===== src/rtl/ddr_rx_pkg.sv =====
// Shared definitions for the DDR receive deserializer: FSM encoding, word
// geometry and the byte packing helper.
package ddr_rx_pkg;

    typedef enum logic [1:0] {
        IDLE    = 2'd0,
        SKIP    = 2'd1,
        CAPTURE = 2'd2,
        DRAIN   = 2'd3
    } rx_state_t;

    localparam int BYTES_PER_WORD = 4;
    localparam int WORD_W         = 32;
    localparam int BYTE_W         = WORD_W / BYTES_PER_WORD;

    // New bytes enter at the top, so after four shifts the first byte sits in [7:0].
    function automatic logic [WORD_W-1:0] shift_in_byte(
        input logic [WORD_W-1:0] word,
        input logic [BYTE_W-1:0] new_byte
    );
        return {new_byte, word[WORD_W-1:BYTE_W]};
    endfunction

endpackage


===== src/rtl/ddr_rx_fifo.sv =====
// First-word-fall-through word FIFO. A push into a full FIFO is accepted only
// when a pop frees the head slot in the same cycle.
module ddr_rx_fifo
    import ddr_rx_pkg::*;
#(
    parameter int FIFO_DEPTH = 4,
    localparam int AW        = $clog2(FIFO_DEPTH)
) (
    input  logic              clk,
    input  logic              reset,
    input  logic              push,
    input  logic [WORD_W-1:0] push_data,
    input  logic              pop,
    output logic [WORD_W-1:0] pop_data,
    output logic [AW:0]       count
);

    localparam int CW = AW + 1;
    localparam logic [AW:0] DEPTH_C = CW'(FIFO_DEPTH);

    logic [WORD_W-1:0] r_mem [FIFO_DEPTH];
    logic [AW-1:0]     r_wr_ptr;
    logic [AW-1:0]     r_rd_ptr;
    logic [AW:0]       r_count;
    logic              w_pop_ok;
    logic              w_push_ok;

    assign w_pop_ok  = pop && (r_count != {CW{1'b0}});
    assign w_push_ok = push && ((r_count < DEPTH_C) || w_pop_ok);
    assign pop_data  = r_mem[r_rd_ptr];
    assign count     = r_count;

    // Storage, pointers and occupancy.
    always_ff @(posedge clk or posedge reset) begin
        if (reset) begin
            for (int i = 0; i < FIFO_DEPTH; i++) begin
                r_mem[i] <= {WORD_W{1'b0}};
            end
            r_wr_ptr <= {AW{1'b0}};
            r_rd_ptr <= {AW{1'b0}};
            r_count  <= {CW{1'b0}};
        end else begin
            if (w_push_ok) begin
                r_mem[r_wr_ptr] <= push_data;
                r_wr_ptr        <= r_wr_ptr + AW'(1);
            end
            if (w_pop_ok) begin
                r_rd_ptr <= r_rd_ptr + AW'(1);
            end
            case ({w_push_ok, w_pop_ok})
                2'b10:   r_count <= r_count + CW'(1);
                2'b01:   r_count <= r_count - CW'(1);
                default: r_count <= r_count;
            endcase
        end
    end

endmodule


===== src/rtl/ddr_rx_deserializer.sv =====
// DDR pad receive deserializer: gates the pad clock through dummy and capture
// cycles, packs nibble pairs into 32-bit words and buffers them in a FIFO.
module ddr_rx_deserializer
    import ddr_rx_pkg::*;
#(
    parameter int LANES      = 4,
    parameter int FIFO_DEPTH = 4
) (
    input  logic              clk,
    input  logic              reset,
    input  logic              start,
    input  logic [7:0]        word_count,
    input  logic [3:0]        skip_cycles,
    input  logic [LANES-1:0]  din_0,
    input  logic [LANES-1:0]  din_1,
    output logic              sclk_en,
    output logic              busy,
    output logic              done,
    output logic [WORD_W-1:0] word_data,
    output logic              word_valid,
    input  logic              word_ready
);

    localparam int AW    = $clog2(FIFO_DEPTH);
    localparam int OCC_W = AW + 2;

    rx_state_t         r_state;
    logic              r_sclk_en;
    logic              r_busy;
    logic              r_done;
    logic              r_push;
    logic [WORD_W-1:0] r_word;
    logic [1:0]        r_byte_idx;
    logic [7:0]        r_words_left;
    logic [3:0]        r_skip_left;

    logic [AW:0]       w_fifo_count;
    logic [WORD_W-1:0] w_pop_data;
    logic [BYTE_W-1:0] w_byte;
    logic              w_pop;
    logic              w_cap;
    logic              w_push_next;
    logic [OCC_W-1:0]  w_occ_next;
    logic              w_room_next;

    assign w_byte      = {din_1, din_0};
    assign w_pop       = word_ready && (w_fifo_count != {(AW + 1){1'b0}});
    assign w_cap       = (r_state == CAPTURE) && r_sclk_en;
    assign w_push_next = w_cap && (r_byte_idx == 2'd3);

    // Next-cycle occupancy counts the word about to be pushed, so a word is only
    // started when its slot is guaranteed by the time it completes.
    assign w_occ_next  = OCC_W'(w_fifo_count) + OCC_W'(r_push) + OCC_W'(w_push_next)
                       - OCC_W'(w_pop);
    assign w_room_next = (w_occ_next < OCC_W'(FIFO_DEPTH));

    assign sclk_en    = r_sclk_en;
    assign busy       = r_busy;
    assign done       = r_done;
    assign word_data  = w_pop_data;
    assign word_valid = (w_fifo_count != {(AW + 1){1'b0}});

    ddr_rx_fifo #(
        .FIFO_DEPTH (FIFO_DEPTH)
    ) u_fifo (
        .clk       (clk),
        .reset     (reset),
        .push      (r_push),
        .push_data (r_word),
        .pop       (word_ready),
        .pop_data  (w_pop_data),
        .count     (w_fifo_count)
    );

    // Burst sequencer; sclk_en is registered, so each branch decides the next cycle's enable.
    always_ff @(posedge clk or posedge reset) begin
        if (reset) begin
            r_state      <= IDLE;
            r_sclk_en    <= 1'b0;
            r_busy       <= 1'b0;
            r_done       <= 1'b0;
            r_push       <= 1'b0;
            r_word       <= {WORD_W{1'b0}};
            r_byte_idx   <= 2'd0;
            r_words_left <= 8'd0;
            r_skip_left  <= 4'd0;
        end else begin
            r_done <= 1'b0;
            r_push <= w_push_next;
            if (w_cap) begin
                r_word     <= shift_in_byte(r_word, w_byte);
                r_byte_idx <= r_byte_idx + 2'd1;
            end
            case (r_state)
                IDLE: begin
                    r_sclk_en <= 1'b0;
                    if (start && (word_count != 8'd0)) begin
                        r_busy       <= 1'b1;
                        r_words_left <= word_count;
                        r_byte_idx   <= 2'd0;
                        if (skip_cycles != 4'd0) begin
                            r_state     <= SKIP;
                            r_skip_left <= skip_cycles;
                            r_sclk_en   <= 1'b1;
                        end else begin
                            r_state   <= CAPTURE;
                            r_sclk_en <= w_room_next;
                        end
                    end
                end
                SKIP: begin
                    if (r_skip_left == 4'd1) begin
                        r_state     <= CAPTURE;
                        r_skip_left <= 4'd0;
                        r_sclk_en   <= w_room_next;
                    end else begin
                        r_skip_left <= r_skip_left - 4'd1;
                        r_sclk_en   <= 1'b1;
                    end
                end
                CAPTURE: begin
                    if (w_push_next) begin
                        r_words_left <= r_words_left - 8'd1;
                        if (r_words_left == 8'd1) begin
                            r_state   <= DRAIN;
                            r_sclk_en <= 1'b0;
                        end else begin
                            r_sclk_en <= w_room_next;
                        end
                    end else if (w_cap) begin
                        r_sclk_en <= 1'b1;
                    end else begin
                        r_sclk_en <= w_room_next;
                    end
                end
                DRAIN: begin
                    r_sclk_en <= 1'b0;
                    if (!r_push && (w_fifo_count == {(AW + 1){1'b0}})) begin
                        r_done  <= 1'b1;
                        r_busy  <= 1'b0;
                        r_state <= IDLE;
                    end
                end
                default: begin
                    r_state   <= IDLE;
                    r_sclk_en <= 1'b0;
                    r_busy    <= 1'b0;
                end
            endcase
        end
    end

endmodule


===== config.mk =====
export PLATFORM = sky130hd
export DESIGN_NAME = ddr_rx_deserializer
export DESIGN_NICKNAME = d
export VERILOG_FILES = /design/src/rtl/ddr_rx_pkg.sv /design/src/rtl/ddr_rx_fifo.sv /design/src/rtl/ddr_rx_deserializer.sv
export SDC_FILE = /design/constraint.sdc
export NUM_CORES = 1
export LEC_CHECK = 0
export BUFFER_PORTS_ARGS = -buffer_cell sky130_fd_sc_hd__buf_2
export CORE_MARGIN = 2
export CORE_UTILIZATION = 60
export CTS_CLUSTER_SIZE = 30
export DETAILED_ROUTE_END_ITERATION = 10
export GPL_ROUTABILITY_DRIVEN = 0
export PLACE_DENSITY = 0.79
export SYNTH_ARGS = -nofsm -noshare
export SYNTH_HDL_FRONTEND = slang
export SYNTH_SLANG_ARGS = --single-unit

===== constraint.sdc =====
create_clock -name clk -period 8.14 [get_ports clk]
set_input_delay 1.628 -clock clk [delete_from_list [all_inputs] [get_ports clk]]
set_output_delay 1.628 -clock clk [all_outputs]
set_load 0.05 [all_outputs]

==> out/results.tsv, run 1 <==
stage	metric	value	unit
power_and_ir_drop	p_seq_frac	0.419	
final_layout	area_growth	12.8	%
power_and_ir_drop	powerDensity	393	mW/mm^2
final_layout	drive_gt1_frac	0.464	
floorplan	die_y	123	um
power_and_ir_drop	pwr-share-comb	0.351	
critical_path	required	6.51	ns
job	max-cap-violations	0	
route	drt_wl_total	16.4	mm
clock_network	htree_levels	4	
route	drtAntennaViolNets	0	
hold_path	hold_depth	1	
logic_synthesis	netlist_instances	574	
clock_network	cts.clk_slew.worst_paths	0.06	ns
clock_network	clock_latency	0.43	ns
sta	drv_slew	0	
power_and_ir_drop	irDropWorstVdd	0.212	mV
grt	antenna_found_initial	0	
critical_path	path_max_fanout	17	
sta	fin_crit	4.03	ns
clock_network	cts_resized	0	
sta	max_freq	248	MHz
final_layout	nets	678	
critical_path	critPathSlowestCell	dfrtp_1	
logic_synthesis	avgSynthCellArea	14.9	sq um
route	wl_per_cell	19.9	um
final_layout	mostFrequentLayoutCell	dfrtp_1	
route	via_per_inst	6.08	
floorplan	coreArea	0.0139	sq mm
logic_synthesis	synth_warnings	0	
placement	dp_hpwl	10.9	mm
grt	first_global_vias	5265	
final_layout	n_fill_cell	920	
route	initialDrtViolationCount	252	
logic_synthesis	synth-edff-count	0	
critical_path	cp_top_family	flip-flops	
logic_synthesis	ys_seq_area_frac	0.548	
grt	grt_pass1_wl	27.3	mm
sta	worst_pin_slew	0.872	ns
clock_network	cts_tree	yes	
power_and_ir_drop	p_leak	4.71	nW
critical_path	crit_path_end_kind	primary output	
critical_path	critPathLaunchType	flip-flop	
sta	rsz0062_at_grt	false	
floorplan	io_pins	60	
grt	grt_max_degree	85	
sta	fin_skew	0.00700	ns
grt	grt_overflow_total	0	
final_layout	finalNonFillerCells	826	
final_layout	n_antenna_cell	0	
placement	dp_cells	795	
critical_path	rr_startpoint	r_state[0]	
logic_synthesis	mappedNetlistArea	0.00854	sq mm
critical_path	r2r_cells	10	
status	status	complete, no violations	
critical_path	crit_buf_inv	2	
route	first_pass_iters	4	
critical_path	crit_start	u_fifo.r_rd_ptr[1]	
floorplan	die-width	123	um
clock_network	cts_root_buf	clkbuf_16	
critical_path	slowest_delay	0.90	ns
placement	dpl_worst_slack	4.38	ns
logic_synthesis	synth_nets	618	
floorplan	start_util	0.615	
power_and_ir_drop	clock_power_share	0.229	
route	vias	5019	
hold_path	hold_class	flip-flop to flip-flop	
power_and_ir_drop	p_switching	0.00138	W
hold_path	hold_start	u_fifo.r_mem[101]	
clock_network	cts_hold_repair.buffers	0	
sta	fin_tns_setup	0	ns
critical_path	path_cells	buf_4 -> mux4_2 -> buf_2	
critical_path	ff2ff_setup_slack	4.95	ns
clock_network	cts_sinks	187	
critical_path	path_class	flip-flop to primary output	
clock_network	post_cts_buffers	0	
logic_synthesis	synthDistinctLibCells	54	
logic_synthesis	async_flop_share	1.00	
logic_synthesis	synthFlopType	dfrtp_1	
clock_network	cts_max_path_buffers	2	
sta	hold_viol	0	
power_and_ir_drop	p_int	0.00240	W
grt	grtUsageTotal	0.239	
logic_synthesis	ys_ff_latch	187	
critical_path	regToRegEndpoint	sclk_en	
sta	holdWs	0.499	ns
final_layout	final_core_util	0.694	
sta	finalSetupViolations	0	
placement	portBuffers	59	
hold_path	holdPathEnd	u_fifo.r_mem[101]	
floorplan	dieArea	0.0152	sq mm
clock_network	numCtsBuffers	17	
route	drc	0	
final_layout	layout_common_cells	186 x dfrtp_1, 161 x mux2_2, 59 x buf_2, 32 x mux4_2, 23 x inv_1	
sta	finalCritPeriodShare	0.495	
floorplan	fp-row-count	43	
critical_path	arrival	2.40	ns
power_and_ir_drop	swShare	0.365	
sta	layout_setup_ws	4.11	ns
sta	slew-limit-headroom	0.418	
-- power by group through the flow --
| stage | sequential (W) | combinational (W) | clock (W) |
|---|---|---|---|
| final | 0.00159 | 0.00133 | 0.000867 |
| after global routing | 0.00164 | 0.00144 | 0.000917 |
| after floorplan | 0.00147 | 0.00111 | 0 |
| after detailed placement | 0.00160 | 0.00133 | 0 |
| after CTS | 0.00158 | 0.00134 | 0.000879 |
| after global placement | 0.00157 | 0.00128 | 0 |
-- cell usage after synthesis (all sizes together), types with 3 or more instances --
master   number  share of area
o21ai         9         0.0053
dfrtp       187           0.55
xnor2         4         0.0041
a2bb2oi       4         0.0041
clkbuf       10         0.0044
o31ai         3         0.0026
nand3         5         0.0029
nor4          6         0.0044
or3           3         0.0022
inv          24          0.011
mux2i         6         0.0070
a21oi        11         0.0069
nand2        13         0.0057
or4           5         0.0048
nor3          5         0.0035
mux4         32          0.084
mux2        163           0.22
ha           19          0.028
xor2          4         0.0041
nand2b        5         0.0037
buf          17         0.0098
nor2          8         0.0035
-- worst max-delay path by stage --
stage,endpoint,slack [ns],cells past startpoint
2_1_floorplan,busy,1.43,1
3_3_place_gp,u_fifo.r_rd_ptr[0],4.46,4
3_5_place_dp,u_fifo.r_rd_ptr[0],4.38,4
4_1_cts,word_data[21],4.10,3
5_1_grt,word_data[21],4.00,3
6_report,word_data[21],4.11,3
-- worst reg2reg max path, stage by stage, from the launching register on --
cell	delay, ns
dfrtp_1	0.41
inv_1	0.15
ha_1	0.66
nand3_1	0.33
ha_1	0.37
inv_1	0.04
ha_1	0.28
nand3_1	0.10
and4b_1	0.22
o311ai_0	0.37
o31ai_1	0.13
-- final cells by class --
cell class | count | area (sq um) | area share
clock buffers | 20 | 457 | 0.0474
clock inverters | 11 | 168 | 0.0174
inverters | 24 | 95.1 | 0.00987
multi-input cells | 336 | 3650 | 0.379
flip-flops and latches | 187 | 4680 | 0.486
well taps | 180 | 225 | 0.0234
repair buffers | 68 | 363 | 0.0376
-- layer usage --
layer  track usage  part of all wire  up-vias
met5             0                 0        -
met1         0.326              0.44     2638
met4        0.0852             0.018        0
met3        0.0461             0.037       22
li1              -                 -     2238
met2         0.387              0.51      121
-- cell families after synthesis --
family	after synthesis	share of synthesized area
adders and majority gates	20	0.0302
AOI/OAI and AO/OA	47	0.0423
buffers and inverters	51	0.0248
muxes	201	0.307
and+or+nand+nor	60	0.0398
xor gates and xnor gates	8	0.00820
DFF	187	0.548
-- per-stage QoR --
step	area (sq um)	total power [W]
final	9640	0.00378
after global routing	9640	0.00400
after CTS	9640	0.00381
after detailed placement	9010	0.00293
after global placement	9010	0.00285
after floorplan	8540	0.00259
-- sequential cells by signal (all words and copies together), names as in the netlist --
signal / cells
busy: 1
done: 1
r_byte_idx: 2
r_push: 1
r_skip_left: 4
r_state: 2
r_word: 32
r_words_left: 8
sclk_en: 1
u_fifo.count: 3
u_fifo.r_mem: 128
u_fifo.r_rd_ptr: 2
u_fifo.r_wr_ptr: 2
Note: power is estimated with default switching activity, not from simulation.
==> inputs of run 2 (changes only) <==
CORE_UTILIZATION = 54   (was 60)
PLACE_DENSITY = 0.75   (was 0.79)
clock period = 3.4 ns   (was 8.14 ns; I/O delays follow)
==> run 2 against run 1 <==
Effect of this change: utilization decreased by 5.7 points; total power increased by 140%; wire length increased by 3.1%; global-route usage decreased by 1.8 points; register-to-register slack got worse by 4.1 ns; non-clock buffer count increased by 3; clock power increased by 150%; largest cell class unchanged.
==> out/results.tsv, run 2 (same netlist as run 1, synthesis figures left out) <==
stage	metric	value	unit
status	status	complete, no violations	
critical_path	rr_startpoint	u_fifo.count[0]	
sta	max_freq	344	MHz
clock_network	cts.clk_slew.worst_paths	0.06	ns
final_layout	final_core_util	0.637	
route	via_per_inst	5.83	
final_layout	layout_common_cells	186 x dfrtp_1, 161 x mux2_2, 59 x buf_2, 32 x mux4_2, 23 x inv_1	
final_layout	reg_top3	u_fifo.r_mem (128), r_word (32), r_words_left (8)	
grt	grt_max_degree	76	
power_and_ir_drop	power	0.00917	W
route	wl_met3	609	um
clock_network	numCtsBuffers	17	
route	drc	0	
power_and_ir_drop	irDropWorstVdd	0.491	mV
clock_network	cts_max_path_buffers	2	
sta	fin_crit	2.91	ns
clock_network	cts_resized	0	
clock_network	cts_root_buf	clkbuf_16	
final_layout	nets	681	
grt	grt_pass1_wl	28.4	mm
floorplan	start_util	0.558	
floorplan	die-width	130	um
job	max-cap-violations	0	
clock_network	clock_latency	0.43	ns
critical_path	path_max_fanout	13	
hold_path	hold_class	primary input to async pin	
critical_path	crit_path_end_kind	primary output	
route	vias	5016	
sta	fin_tns_setup	0	ns
final_layout	area_growth	14.2	%
floorplan	dieArea	0.0168	sq mm
power_and_ir_drop	powerDensity	940	mW/mm^2
final_layout	mostFrequentLayoutCell	dfrtp_1	
grt	antenna_found_initial	0	
floorplan	io_pins	60	
critical_path	required	2.72	ns
final_layout	post-route-cell-area	0.00976	sq mm
final_layout	n_antenna_cell	0	
critical_path	critPathLaunchType	flip-flop	
sta	slew-limit-headroom	0.487	
floorplan	coreArea	0.0153	sq mm
route	initialDrtViolationCount	260	
critical_path	path_class	flip-flop to primary output	
sta	finalCritPeriodShare	0.856	
route	wl_met1	7.63	mm
clock_network	htree_levels	4	
route	drt_wl_total	17.0	mm
sta	layout_setup_ws	0.489	ns
route	top_layer	met4	
sta	hold_viol	0	
placement	placed_area	0.00911	sq mm
critical_path	crit_start	u_fifo.r_rd_ptr[0]	
clock_network	cts_tree	yes	
grt	grt_overflow_total	0	
placement	portBuffers	59	
sta	rsz0062_at_grt	false	
placement	dpl_worst_slack	0.890	ns
final_layout	regMostFlops	u_fifo.r_mem	
final_layout	largest_register_ffs	128	
route	first_pass_iters	6	
final_layout	drive_gt1_frac	0.466	
floorplan	fp-row-count	45	
clock_network	cts_sinks	187	
route	wl_per_cell	19.7	um
route	wl_met2	8.55	mm
critical_path	arrival	2.23	ns
placement	dp_hpwl	10.9	mm
grt	grtUsageTotal	0.221	
clock_network	cts_hold_repair.buffers	0	
sta	drv_slew	0	
sta	fin_skew	0.0101	ns
sta	worst_pin_slew	0.768	ns
route	drtAntennaViolNets	0	
floorplan	die_y	130	um
power_and_ir_drop	p_leak	4.74	nW
grt	first_global_vias	5342	
clock_network	post_cts_buffers	0	
sta	finalSetupViolations	0	
## run 2: changes by cell type in the layout (fill, tap and decap cells not counted)
cell,before,now
clkinvlp_4,2,3
buf_12,0,3
clkinv_4,1,0
clkinv_2,3,1
clkbuf_1,1,2
clkbuf_8,2,4
## run 2: area by class of cell
cell class | instances | area [sq um]
fill | 1150 | 5560
sequential | 187 | 4680
multi-input combinational | 336 | 3650
clock buffer | 23 | 488
timing repair buffer | 71 | 423
tap | 211 | 264
clock inverter | 9 | 158
inverter | 24 | 93.8
## run 2: report_power, final
part	internal, W	switching [W]	total, W
clock	0.00131	0.000829	0.00214
combinational	0.00149	0.00177	0.00325
sequential	0.00304	0.000738	0.00377
## run 2: worst max-delay path, stage by stage, from the launching register on
cell and delay, ns:
dfrtp_2 0.68, buf_4 0.33, mux4_2 0.56, buf_2 0.23
## run 2: per-stage QoR
| step | hold WS [ns] | cells |
|---|---|---|
| floorplan | 0.453 | 574 |
| global placement | 0.462 | 829 |
| detailed placement | 0.468 | 829 |
| CTS | 0.398 | 861 |
| global route | 0.442 | 861 |
| finish | 0.388 | 861 |
## run 2: worst paths after layout
check,cells after the start,slack (ns),endpoint
worst max-delay path,3,0.49,word_data[22]
worst min-delay path,2,0.39,u_fifo.r_mem[2]
worst max register to register,9,0.88,sclk_en
worst min register to register,1,0.48,u_fifo.r_rd_ptr[1]
max in group asynchronous,3,2.16,u_fifo.r_mem[109]
min in group clk,1,0.48,u_fifo.r_rd_ptr[1]
## run 2: per-layer routing
metal / up-vias / global-route usage
met2: 110 / 0.365
met4: 0 / 0.0538
li1: 2259 / -
met5: - / 0
met1: 2630 / 0.306
met3: 17 / 0.0467
